<file path="config.mk">
export PLATFORM = sky130hd
export DESIGN_NAME = flag_update_unit
export DESIGN_NICKNAME = d
export VERILOG_FILES = /design/src/rtl/flag_update_unit.sv
export SDC_FILE = /design/constraint.sdc
export NUM_CORES = 1
export LEC_CHECK = 0
export CAP_MARGIN = 20
export CORE_MARGIN = 8
export CORE_UTILIZATION = 50
export CTS_CLUSTER_DIAMETER = 200
export DETAILED_ROUTE_END_ITERATION = 8
export GPL_TIMING_DRIVEN = 0
export PLACE_DENSITY = 0.76
export SYNTH_ARGS = -nofsm -noshare
export SYNTH_HDL_FRONTEND = slang
export SYNTH_SLANG_ARGS = --single-unit
</file>
<file path="constraint.sdc">
create_clock -name CLK -period 2.25 [get_ports CLK]
set_clock_uncertainty 0.05 [all_clocks]
set_input_delay 0.3375 -clock CLK [delete_from_list [all_inputs] [get_ports CLK]]
set_output_delay 0.3375 -clock CLK [all_outputs]
set_load 0.05 [all_outputs]
</file>
<file path="src/rtl/flag_update_unit.sv">
`default_nettype none
//============================================================================
// Module   : flag_update_unit
// Purpose  : Architectural NZCV register with a saved-flags LIFO, sticky
//            stack-error status and a saturating flag-write counter.
//            Optional macro FLAG_FWD_EN: FlagsNext forwards next-state.
// Revision : 1.0  initial release
//============================================================================
module flag_update_unit #(
  parameter int DEPTH = 4,
  parameter int CNT_W = 8
) (
  input  logic             CLK,
  input  logic             RESETn,
  input  logic             Valid,
  input  logic             CondEx,
  input  logic [1:0]       FlagW,
  input  logic [3:0]       ALUFlags,
  input  logic             Save,
  input  logic             Restore,
  input  logic             ErrClr,
  output logic [3:0]       Flags,
  output logic [3:0]       FlagsNext,
  output logic             Full,
  output logic             Empty,
  output logic             Err,
  output logic [CNT_W-1:0] WrCount
);

  localparam int SP_W  = $clog2(DEPTH + 1);
  localparam int IDX_W = $clog2(DEPTH);
  localparam logic [SP_W-1:0] C_DEPTH = SP_W'(DEPTH);
  localparam logic [SP_W-1:0] C_ONE   = SP_W'(1);

  logic [3:0]       r_flags;
  logic [SP_W-1:0]  r_sp;
  logic             r_full;
  logic             r_empty;
  logic             r_err;
  logic [CNT_W-1:0] r_wrCount;
  logic [3:0]       r_stack [DEPTH];

  logic             w_we;
  logic [3:0]       w_merged;
  logic             w_saveOnly;
  logic             w_restoreOnly;
  logic             w_push;
  logic             w_pop;
  logic             w_errSet;
  logic             w_countUp;
  logic [SP_W-1:0]  w_spDec;
  logic [SP_W-1:0]  w_spNext;
  logic [IDX_W-1:0] w_pushIdx;
  logic [IDX_W-1:0] w_popIdx;
  logic [3:0]       w_flagsNext;

  assign w_we          = Valid & CondEx & (FlagW != 2'b00);
  assign w_saveOnly    = Save & ~Restore;
  assign w_restoreOnly = Restore & ~Save;
  assign w_push        = w_saveOnly & ~r_full;
  assign w_pop         = w_restoreOnly & ~r_empty;
  // A simultaneous Save/Restore is a conflict: neither stack op happens.
  assign w_errSet      = (Save & Restore) | (w_saveOnly & r_full) | (w_restoreOnly & r_empty);
  assign w_countUp     = w_we & ~w_pop;

  assign w_spDec   = r_sp - C_ONE;
  assign w_pushIdx = r_sp[IDX_W-1:0];
  assign w_popIdx  = w_spDec[IDX_W-1:0];

  always_comb begin
    w_merged = r_flags;
    if (w_we) begin
      if (FlagW[1]) w_merged[3:2] = ALUFlags[3:2];
      if (FlagW[0]) w_merged[1:0] = ALUFlags[1:0];
    end
  end

  always_comb begin
    w_flagsNext = w_merged;
    w_spNext    = r_sp;
    if (w_pop) begin
      w_flagsNext = r_stack[w_popIdx];
      w_spNext    = w_spDec;
    end else if (w_push) begin
      w_spNext    = r_sp + C_ONE;
    end
  end

  always_ff @(posedge CLK or negedge RESETn) begin
    if (!RESETn) begin
      r_flags   <= 4'b0000;
      r_sp      <= '0;
      r_full    <= 1'b0;
      r_empty   <= 1'b1;
      r_err     <= 1'b0;
      r_wrCount <= '0;
    end else begin
      r_flags <= w_flagsNext;
      r_sp    <= w_spNext;
      r_full  <= (w_spNext == C_DEPTH);
      r_empty <= (w_spNext == '0);
      if (w_errSet) begin
        r_err <= 1'b1;
      end else if (ErrClr) begin
        r_err <= 1'b0;
      end
      if (w_countUp && (r_wrCount != '1)) begin
        r_wrCount <= r_wrCount + CNT_W'(1);
      end
    end
  end

  // Stack storage carries no reset; only entries below sp are ever read.
  always_ff @(posedge CLK) begin
    if (w_push) begin
      r_stack[w_pushIdx] <= r_flags;
    end
  end

`ifdef FLAG_FWD_EN
  assign FlagsNext = w_flagsNext;
`else
  assign FlagsNext = r_flags;
`endif

  assign Flags   = r_flags;
  assign Full    = r_full;
  assign Empty   = r_empty;
  assign Err     = r_err;
  assign WrCount = r_wrCount;

endmodule
`default_nettype wire

</file>
Word level (Yosys, flattened, before mapping)
Memories as Yosys holds them, arrays and structs flattened.
Index checks and enable logic that the tools add are counted.
W data, S select, Z words.
{ "totals": {"reg_bits": 18, "ram_bits": 16, "in_bits": 13, "out_inout_bits": 19, "elab_cells": 49, "n_memories": 1} }
{ "op_classes": {"addsub": 3, "n_eq_ne": 2, "n_mux": 10, "bitwise": 17, "reduce_logical": 9} }
{ "mem_list": {"columns": ["memory", "words", "word_bits", "rd", "rd_clocked_by_memory_dff", "wr", "line", "rtl"], "rows": [
  ["r_stack", 4, 4, 1, 0, 1, "41", "logic [3:0] r_stack [DEPTH];"]
]} }
{ "op_table": {"columns": ["cell", "count"], "rows": [
  ["$and A1 B1 Y1", 10],
  ["$reduce_bool A2 Y1", 5],
  ["$add A8 B1 Y8 const B", 1],
  ["$mux W4", 2],
  ["$ne A8 B8 Y1 const B", 1],
  ["$mux W3", 2],
  ["$not A1 Y1", 5],
  ["$mux W1", 4],
  ["$mux W2", 2],
  ["$reduce_and A2 Y1", 2],
  ["$add A3 B1 Y3 const B", 1],
  ["$eq A3 B3 Y1 const B", 1],
  ["$logic_not A3 Y1", 1],
  ["$sub A3 B1 Y3 const B", 1],
  ["$or A1 B1 Y1", 2],
  ["$logic_and A1 B1 Y1", 1]
]} }

Logic depth before layout (Yosys ltp)
{ "logic_depth": {"ltp_word": 6, "depth_mapped": 7, "depth_no_buf": 5} }

Worst setup path after synthesis
No wires, ideal clock.
{ "synth_path": {"path_type": "register to register", "start": "register r_wrCount[0] (netlist: WrCount[0])", "end": "register r_wrCount[1] (netlist: WrCount[1])", "setup_time_ps": 127, "arrival_time_ps": 1800, "t_required_ps": 2073, "path_slack_ps": 273, "stages_incl_launch_ff": 5, "n_path_buf": 0, "synth_period_minus_slack_ps": 1977, "path_cell_list": "dfrtp_1 ha_1 and2_4 a311oi_4 mux2_1"} }
{ "synth_via": {"elab_chain_cells": 2, "elab_cells_between_ends": 3, "classes_between": "1 x add/sub; 1 x eq/ne; 1 x reduce/logical"} }
{ "synth_rtl": {"columns": ["item", "line", "rtl"], "rows": [
  ["start, declared", "40", "logic [CNT_W-1:0] r_wrCount;"],
  ["start signal, assigned", "108", "r_wrCount <= r_wrCount + CNT_W'(1);"],
  ["branches (longest 2 deep; another with $add A8 B1 Y8)", null, null]
]} }
Several ways; the timed one is not identified.
A chain may end at the register's enable or synchronous reset.

Worst setup path after layout
{ "layout_path": {"start": "register r_flags[3] (netlist: Flags[3])", "end": "output FlagsNext[3]"} }
{ "layout_rtl": {"columns": ["item", "line", "rtl"], "rows": [
  ["start, declared", "35", "logic [3:0] r_flags;"],
  ["start signal, assigned", "98", "r_flags <= w_flagsNext;"],
  ["end, declared", "23", "output logic [3:0] FlagsNext,"]
]} }
No word-level cell between the ends.

==> impl_results.md <==
* Vias in the first global route at 1016
* Most common cell after layout, fill and taps aside: clkdlybuf4s50_1
* Cts bufs inserted at 5
* Via count at 931
* I/O pin total at 32
* Worst r2r src: r_sp[0]
* Initial Utilization at 51.50%
* Status: complete, no violations
* Pleak at 0.7814 nW
* Worst setup margin at 147.3 ps
* Gr usage total at 12.54%
* Die ar. at 5129 um^2
* Cell variety after synth at 31
* Yosys top cell by area: edfxtp_1
* Clock Tree Buf Depth at 2
* Crit share post-route at 93.46%
* Crit Path Max Fanout at 7
* Worst-Margin Slew at 854.9 ps
* Pre-CTS setup slack at 30.24 ps
* Clk root buf: clkbuf_4
* Arrival @ worst endpoint at 1720 ps
* Drc violations at 0
* RSZ-0062 raised after global routing: no
* Most frequent cells in the layout: clkdlybuf4s50_1, dfrtp_1, edfxtp_1
* DRT Wirelength at 2958 um
* Total setup buffers inserted after CTS at 0
* Final HPWL DP at 2228 um
* FF-to-FF End: Full
* Slew margin rel. at 42.83%
* Drt via density at 5.230
* Top post-synthesis cells by area: edfxtp_1, dfrtp_1, mux4_2, ha_1, xnor2_1
* Sink Count at 34
* TritonCTS clock tree: yes
* Setup violations, final at 0
* Drt pass-1 iters at 4
* CP required at 1860 ps
* Max-Cap Viols at 0
* Core box area at 3003 um^2
* GPL Wtd Cong at 0.7212
* WL/cell at 16.62 um
* Post-CTS Resized at 0
* P&R area growth vs syn at 25.73%
* Met3 usage at 6.276%
* Grt ovf at 0
* Worst Hold Class: in -> async
* Final Hold Fails at 0
* Critical path class: reg -> out
* Top-area cell type share of the netlist area at 31.07%
* Pwr dens at 1390 nW/um^2
* Row Count at 20
* Hold_buf cts at 0
* Global-route wire length before repair at 4774 um
* Max Fclk at 475.6 MHz
* CP endpoint kind: output port
* Min Tclk post-route at 2103 ps
* Synth Instances at 107
* Insertion delay to the later sink of the worst-skew pair at 320 ps
* Initial antenna violation count at 0
* Share of post-route cells with drive strength above 1 at 16.55%
* CP startpoint kind: register
* Avg Inst Size Synth at 14.45 um^2
* Grt peak-use layer: met2
* Syn Nets at 125
* GR Layer Usage met2 at 20.95%
* Port bufs at 31
* #FFs+latches synth at 34
* Slew Limit Fails at 0
* Largest net degree at the start of global routing at 19
* H-tree Lvls at 2
* Clock transition at path regs at 100 ps
* R2r setup slk at 220 ps
* Seq/Total Area, Yosys at 60.28%
* Grt met1 use at 12.94%
* Die width at 71.62 um
* Cell area after synthesis at 1546 um^2
* Peak supply drop at 0.0008453 V
* Post-Route Setup TNS at 0 ps
* Synthesis Warnings at 0
* Die Height at 71.62 um
* # diodes at 0
* # nets final at 162
* Reg2Reg Depth at 6
* Antenna Nets Post-Route at 0
* DR iter-0 viols at 25
-- worst max-delay path by stage --
stage | start | to | slack (ps) | depth (start not counted)
floorplan | WrCount[0] | WrCount[1] | 270 | 4
global placement | r_sp[0] | Full | 120 | 7
detailed placement | r_sp[0] | Full | 30 | 7
CTS | r_sp[0] | Full | 10 | 7
global route | Flags[2] | FlagsNext[2] | 50 | 2
finish | Flags[3] | FlagsNext[3] | 150 | 2
-- kinds of logic (layout without fill, tap and decap cells) --
family / after synthesis / in the layout / synth area share [%]
mux: 11 / 11 / 10.52
flops: 34 / 34 / 60.28
compound gates: 11 / 11 / 5.664
buf+inv: 10 / 48 / 3.560
fa+ha+maj: 5 / 5 / 4.045
simple gates: 27 / 27 / 10.36
xor+xnor: 9 / 9 / 5.583
-- synth_stat cells (all sizes together) --
library cell / count
dfrtp: 17
xnor2: 8
ha: 5
and3: 2
o211ai: 1
nor2: 3
a22oi: 1
buf: 7
a311oi: 1
nand3: 5
dfstp: 1
nor2b: 1
edfxtp: 16
nor4: 1
a21oi: 3
mux2: 2
mux2i: 5
xor2: 1
and2: 5
nand2: 6
and4: 1
nor3b: 2
nand4: 1
o21ai: 4
mux4: 4
o22ai: 1
inv: 3
-- through the flow --
stage	std cells	power, mW	hold slack, ps	instance area [um^2]	util (%)
after global placement	171	2.385	440.5	1898	63.21
after detailed placement	171	2.432	445.6	1898	63.21
after global routing	178	2.856	479.9	1944	64.75
final	178	2.703	442.1	1944	64.75
after CTS	179	2.748	460.3	1948	64.88
after floorplan	107	1.988	-8.091	1546	-
-- report_power, final --
group / internal, mW / leakage [nW] / switching, mW
Sequential: 0.864 / 0.370 / 0.164
Clock: 0.117 / 0.0297 / 0.194
Combinational: 0.549 / 0.381 / 0.815
Total: 1.53 / 0.781 / 1.17
-- routing by layer --
layer  wire length [um]  up-vias
met4                 56        0
met1               1280      447
li1                   -      455
met3                152        6
met2               1469       23
met5                  0        -
-- critical path, cell delays in order, from the launching register on --
cell,delay [ps]
dfrtp_1,460
buf_4,140
clkdlybuf4s50_1,790
-- registers in the layout, indices dropped and copies added, names as in the netlist --
signal	count
r_stack	16
WrCount	8
Flags	4
r_sp	3
Empty	1
Err	1
Full	1
-- layout make-up --
| cell class | instances | area (um^2) |
|---|---|---|
| Inverter | 3 | 11.26 |
| Tap cell | 33 | 41.29 |
| Sequential cell | 34 | 932.1 |
| Clock inverter | 2 | 8.758 |
| Timing Repair Buffer | 31 | 310.3 |
| Buffer | 6 | 40.04 |
| Fill cell | 246 | 1059 |
| Clock buffer | 6 | 41.29 |
| Multi-Input combinational cell | 63 | 559.3 |
Power figures use the tool's default switching activity.
==> RTL change 1 (same flow settings) <==
Put one more register stage on the output `Flags`, cleared by the reset. The value now appears one clock later. The other outputs are not delayed to match.
--- a/src/rtl/flag_update_unit.sv
+++ b/src/rtl/flag_update_unit.sv
@@ -125,3 +125,9 @@
 
-  assign Flags   = r_flags;
+  always_ff @(posedge CLK or negedge RESETn) begin
+    if (!RESETn) begin
+      Flags <= '0;
+    end else begin
+      Flags <= r_flags;
+    end
+  end
   assign Full    = r_full;
Check against the original RTL: not equivalent (Yosys sat finds a counterexample within 4 cycles, from zero or initial values and one cycle with RESETn low).
==> RTL change 1 against the original RTL <==
Via count increased by 5.3%; sequential cell count increased by 4; global-route usage about the same; critical path depth decreased by 1; power increased by 3.6%; core utilization increased by 1.8 points; area after synthesis increased by 4.5%; design area increased by 5.3%; count of clock-buffer cells in the layout decreased by 1; wire length increased by 3.7%; sequential share of layout area increased by 2.5 points; worst setup slack improved by 0.012 ns; critical path type unchanged; highest routed layer unchanged.
==> RTL change 1: results (changes against the original RTL) <==
stage;metric;value;unit;change
synthesis;yosysUniqueCellTypes;30;;was 31
outcome;run_status;finished, final reports clean;;unchanged
grt;grt_max_degree;23;;was 19
cells_and_area;drive_above_1_share;0.1507;;was 0.1655
cells_and_area;n_fill_cell;229;;was 246
detailed_routing;dr.pass1.iters;3;;was 4
cells_and_area;diodes;0;;unchanged
cells_and_area;regMostFlops;r_stack;;unchanged
cells_and_area;regArea;0.001032;mm2;was 932.1 um2
placed_design;gp_congestion;0.7127;;was 0.7212
synthesis;synth_fp_nets;125;;unchanged
grt;grt_pass1_wl;5057;um;was 4774 um
cells_and_area;multi_input_area;559.3;um2;unchanged
grt;grt_usage;0.1251;;was 0.1254
critical_path;cp_top_family;buffers and inverters;;unchanged
power_and_ir_drop;leakage;0.0008170;uW;was 0.0007814 uW
critical_path;path_max_fanout;3;;was 7
cells_and_area;finalNetCount;163;;was 162
grt;grt_pass1_vias;1058;;was 1016
clock_network;clk_latency;0.33;ns;
critical_path;reg2reg_from;r_sp[0]$_DFF_PN0_;;unchanged
synthesis;synth_area_leaders;dfrtp_1 (33%), edfxtp_1 (30%), mux4_2 (5.6%);;was edfxtp_1 (31%), dfrtp_1 (28%), mux4_2 (5.8%)
sta;slew_headroom;0.6331;;was 0.4283
clock_network;cts_setup_buffers;0;;unchanged
grt;antenna_found_initial;0;;unchanged
critical_path;critPathSlowestCell;clkdlybuf4s50_1;;unchanged
power_and_ir_drop;peakVddDrop;0.7626;mV;was 0.8453 mV
synthesis;seq_area_frac_synth;0.6385;;was 0.6028
detailed_routing;vias;980;;was 931
clock_network;numCtsBuffers;5;;unchanged
cells_and_area;final-nonclk-buf-share;0.1638;;was 0.1802
placed_design;placed_cells;182;;was 171
synthesis;synth_area_per_cell;15.11;um2;was 14.45 um2
cells_and_area;clk_share;0.02628;;was 0.02574
clock_network;cts.reportedPaths.clkPinSlew;0.12;ns;was 0.10 ns
detailed_routing;viasPerCell;5.158;;was 5.230
synthesis;async_flop_share;0.5789;;was 0.5294
synthesis;synth-edff-count;16;;unchanged
critical_path;crit_path_start;Empty$_DFF_PN1_;;was Flags[3]$_DFFE_PN0P_
critical_path;worst_ep_arrival_time;1.70;ns;was 1.72 ns
synthesis;ys.warnings.count;0;;unchanged
hold_path;hp-class;in2async;;unchanged
cells_and_area;buffers;34;;was 37
critical_path;cpPeakStageDelay;0.81;ns;was 0.79 ns
synthesis;synth_seq_cells;38;;was 34
synthesis;ys_top_cells_by_count;dfrtp_1 (21), edfxtp_1 (16), xnor2_1 (7), nand2_1 (6);;was dfrtp_1 (17), edfxtp_1 (16), xnor2_1 (7), nand2_1 (6)
detailed_routing;routedWlPerCell;16.14;um;was 16.62 um
detailed_routing;drt_iter0_drc;73;;was 25
## RTL change 1: worst paths after layout
kind / end / slack, ns / cells past startpoint
max in group asynchronous: Empty$_DFF_PN1_ / 1.29 / 2
min in group CLK: Flags[0]$_DFF_PN0_ / 0.46 / 0
min reg2reg: Flags[0]$_DFF_PN0_ / 0.46 / 0
min: Flags[2]$_DFF_PN0_ / 0.30 / 1
max reg2reg: Full$_DFF_PN0_ / 0.23 / 6
max: Empty / 0.16 / 1
## RTL change 1: per-stage QoR
step,util,worst slack (ns),instance area [um2],power [uW]
2_1_floorplan,-,0.2730,1617,2051
3_5_place_dp,0.6439,0.09290,1982,2500
3_3_place_gp,0.6439,0.1547,1982,2458
5_1_grt,0.6650,0.02224,2047,2962
6_report,0.6650,0.1596,2047,2801
4_1_cts,0.6614,0.07488,2036,2831
## RTL change 1: worst reg2reg max path: stages, from the launching register on
cell and delay [ns]:
dfrtp_1 0.40, buf_2 0.27, inv_1 0.10, ha_1 0.46
mux2_1 0.38, a21oi_1 0.20, nor2b_1 0.07
## RTL change 1: cell families (layout without fill, tap and decap cells)
family	Yosys count	after routing	synth area share
flip-flops	38	38	0.6385
adder cells (fa/ha/maj)	5	5	0.03870
multiplexers	11	11	0.1006
AO/OA/AOI/OAI	11	11	0.05418
XOR/XNOR	9	9	0.05341
AND/OR/NAND/NOR	27	27	0.09907
buffers and inverters	6	45	0.01548
## RTL change 1: report_power, final
part           internal, uW  leakage, uW  switching [uW]
clock network           116    0.0000286             214
logic                   512     0.000369             811
registers               970     0.000419             178
total                  1600     0.000817            1200
## RTL change 1: layer usage
metal | track usage | routed length, um
met2 | 0.2078 | 1569
met5 | 0 | 0
met3 | 0.04121 | 137
met1 | 0.1433 | 1327
met4 | 0.05333 | 31
==> RTL change 2 (same settings) <==
Without the edit above. Set the parameter `DEPTH` to 8 (it was 4).
--- a/src/rtl/flag_update_unit.sv
+++ b/src/rtl/flag_update_unit.sv
@@ -9,3 +9,3 @@
 module flag_update_unit #(
-  parameter int DEPTH = 4,
+  parameter int DEPTH = 8,
   parameter int CNT_W = 8
Check against the original RTL: not equivalent (Yosys sat finds a counterexample within 10 cycles, from zero or initial values and one cycle with RESETn low).
==> RTL change 2 against the original RTL <==
Design area rose by 40%; area after synthesis rose by 46%; sequential cell count rose by 17; worst setup slack got worse by 0.11 ns; power rose by 40%; count of clock-buffer cells in the layout did not move; non-clock buffer count rose by 2; wire length rose by 51%; critical endpoint is now FlagsNext[0].
==> RTL change 2: results (changes against the original RTL) <==
stage;metric;value;unit;change
cells_and_area;finalNetCount;213;;was 162
sta;slew_headroom;0.3893;;was 0.4283
placed_design;placed_cells;244;;was 171
cells_and_area;largest_reg_flops;32;;was 16
placed_design;place_area;0.002629;mm2;was 0.001898 mm2
synthesis;syn_inst;161;;was 107
critical_path;worst_ep_arrival_time;1.83;ns;was 1.72 ns
detailed_routing;wl;4466;um;was 2958 um
hold_path;hp-class;reg2reg;;was in2async
sta;whs;0.4259;ns;was 0.4421 ns
grt;grt_usage;0.1359;;was 0.1254
synthesis;ys_top_cells_by_count;edfxtp_1 (32), nand2_1 (26), dfrtp_1 (18), xnor2_1 (9), mux4_2 (8);;was dfrtp_1 (17), edfxtp_1 (16), xnor2_1 (7), nand2_1 (6)
placed_design;gp_congestion;0.8487;;was 0.7212
power_and_ir_drop;p_comb_frac;0.474;;was 0.504
outcome;run_status;finished, final reports clean;;unchanged
synthesis;yosys.area_share.xor_xnor;0.04664;;was 0.05583
clock_network;cts.repair.resized;1;;was 0
critical_path;r2r_slack;0.26;ns;was 0.22 ns
critical_path;path_max_fanout;11;;was 7
synthesis;synth_fp_nets;177;;was 125
power_and_ir_drop;leakage;0.001057;uW;was 0.0007814 uW
synthesis;synth_area_leaders;edfxtp_1 (43%), dfrtp_1 (20%), mux4_2 (8.0%);;was edfxtp_1 (31%), dfrtp_1 (28%), mux4_2 (5.8%)
cells_and_area;drive_above_1_share;0.1465;;was 0.1655
power_and_ir_drop;p_int;2215;uW;was 1530 uW
clock_network;cts-root-buf;clkbuf_8;;was clkbuf_4
synthesis;yosysUniqueCellTypes;33;;was 31
grt;grt_pass1_vias;1525;;was 1016
synthesis;synth-compound-area-share;0.04942;;was 0.05663
## RTL change 2: worst paths after layout
path | end | depth (start not counted)
min in group asynchronous | Flags[2]$_DFFE_PN0P_ | 1
max in group asynchronous | WrCount[7]$_DFFE_PN0P_ | 1
min reg2reg | r_sp[3]$_DFF_PN0_ | 1
max reg2reg | r_stack[0][3]$_DFFE_PP_ | 4
min | r_sp[3]$_DFF_PN0_ | 1
max | FlagsNext[0] | 2
## RTL change 2: layout make-up
type | instances | share of cell area
timing repair buffer | 31 | 0.1166
sequential | 51 | 0.5275
multi-input combinational | 96 | 0.2778
clock buffer | 6 | 0.02663
buffer | 8 | 0.01882
inverter | 4 | 0.005510
clock inverter | 2 | 0.003214
tap | 52 | 0.02388
## RTL change 2: per-layer routing
metal / vias up / wire length [um] / GRT usage
li1: 655 / - / -
met1: 690 / 1838 / 0.1537
met2: 40 / 2252 / 0.2313
met3: 12 / 279 / 0.04004
met4: 0 / 95 / 0.05911
met5: - / 0 / 0
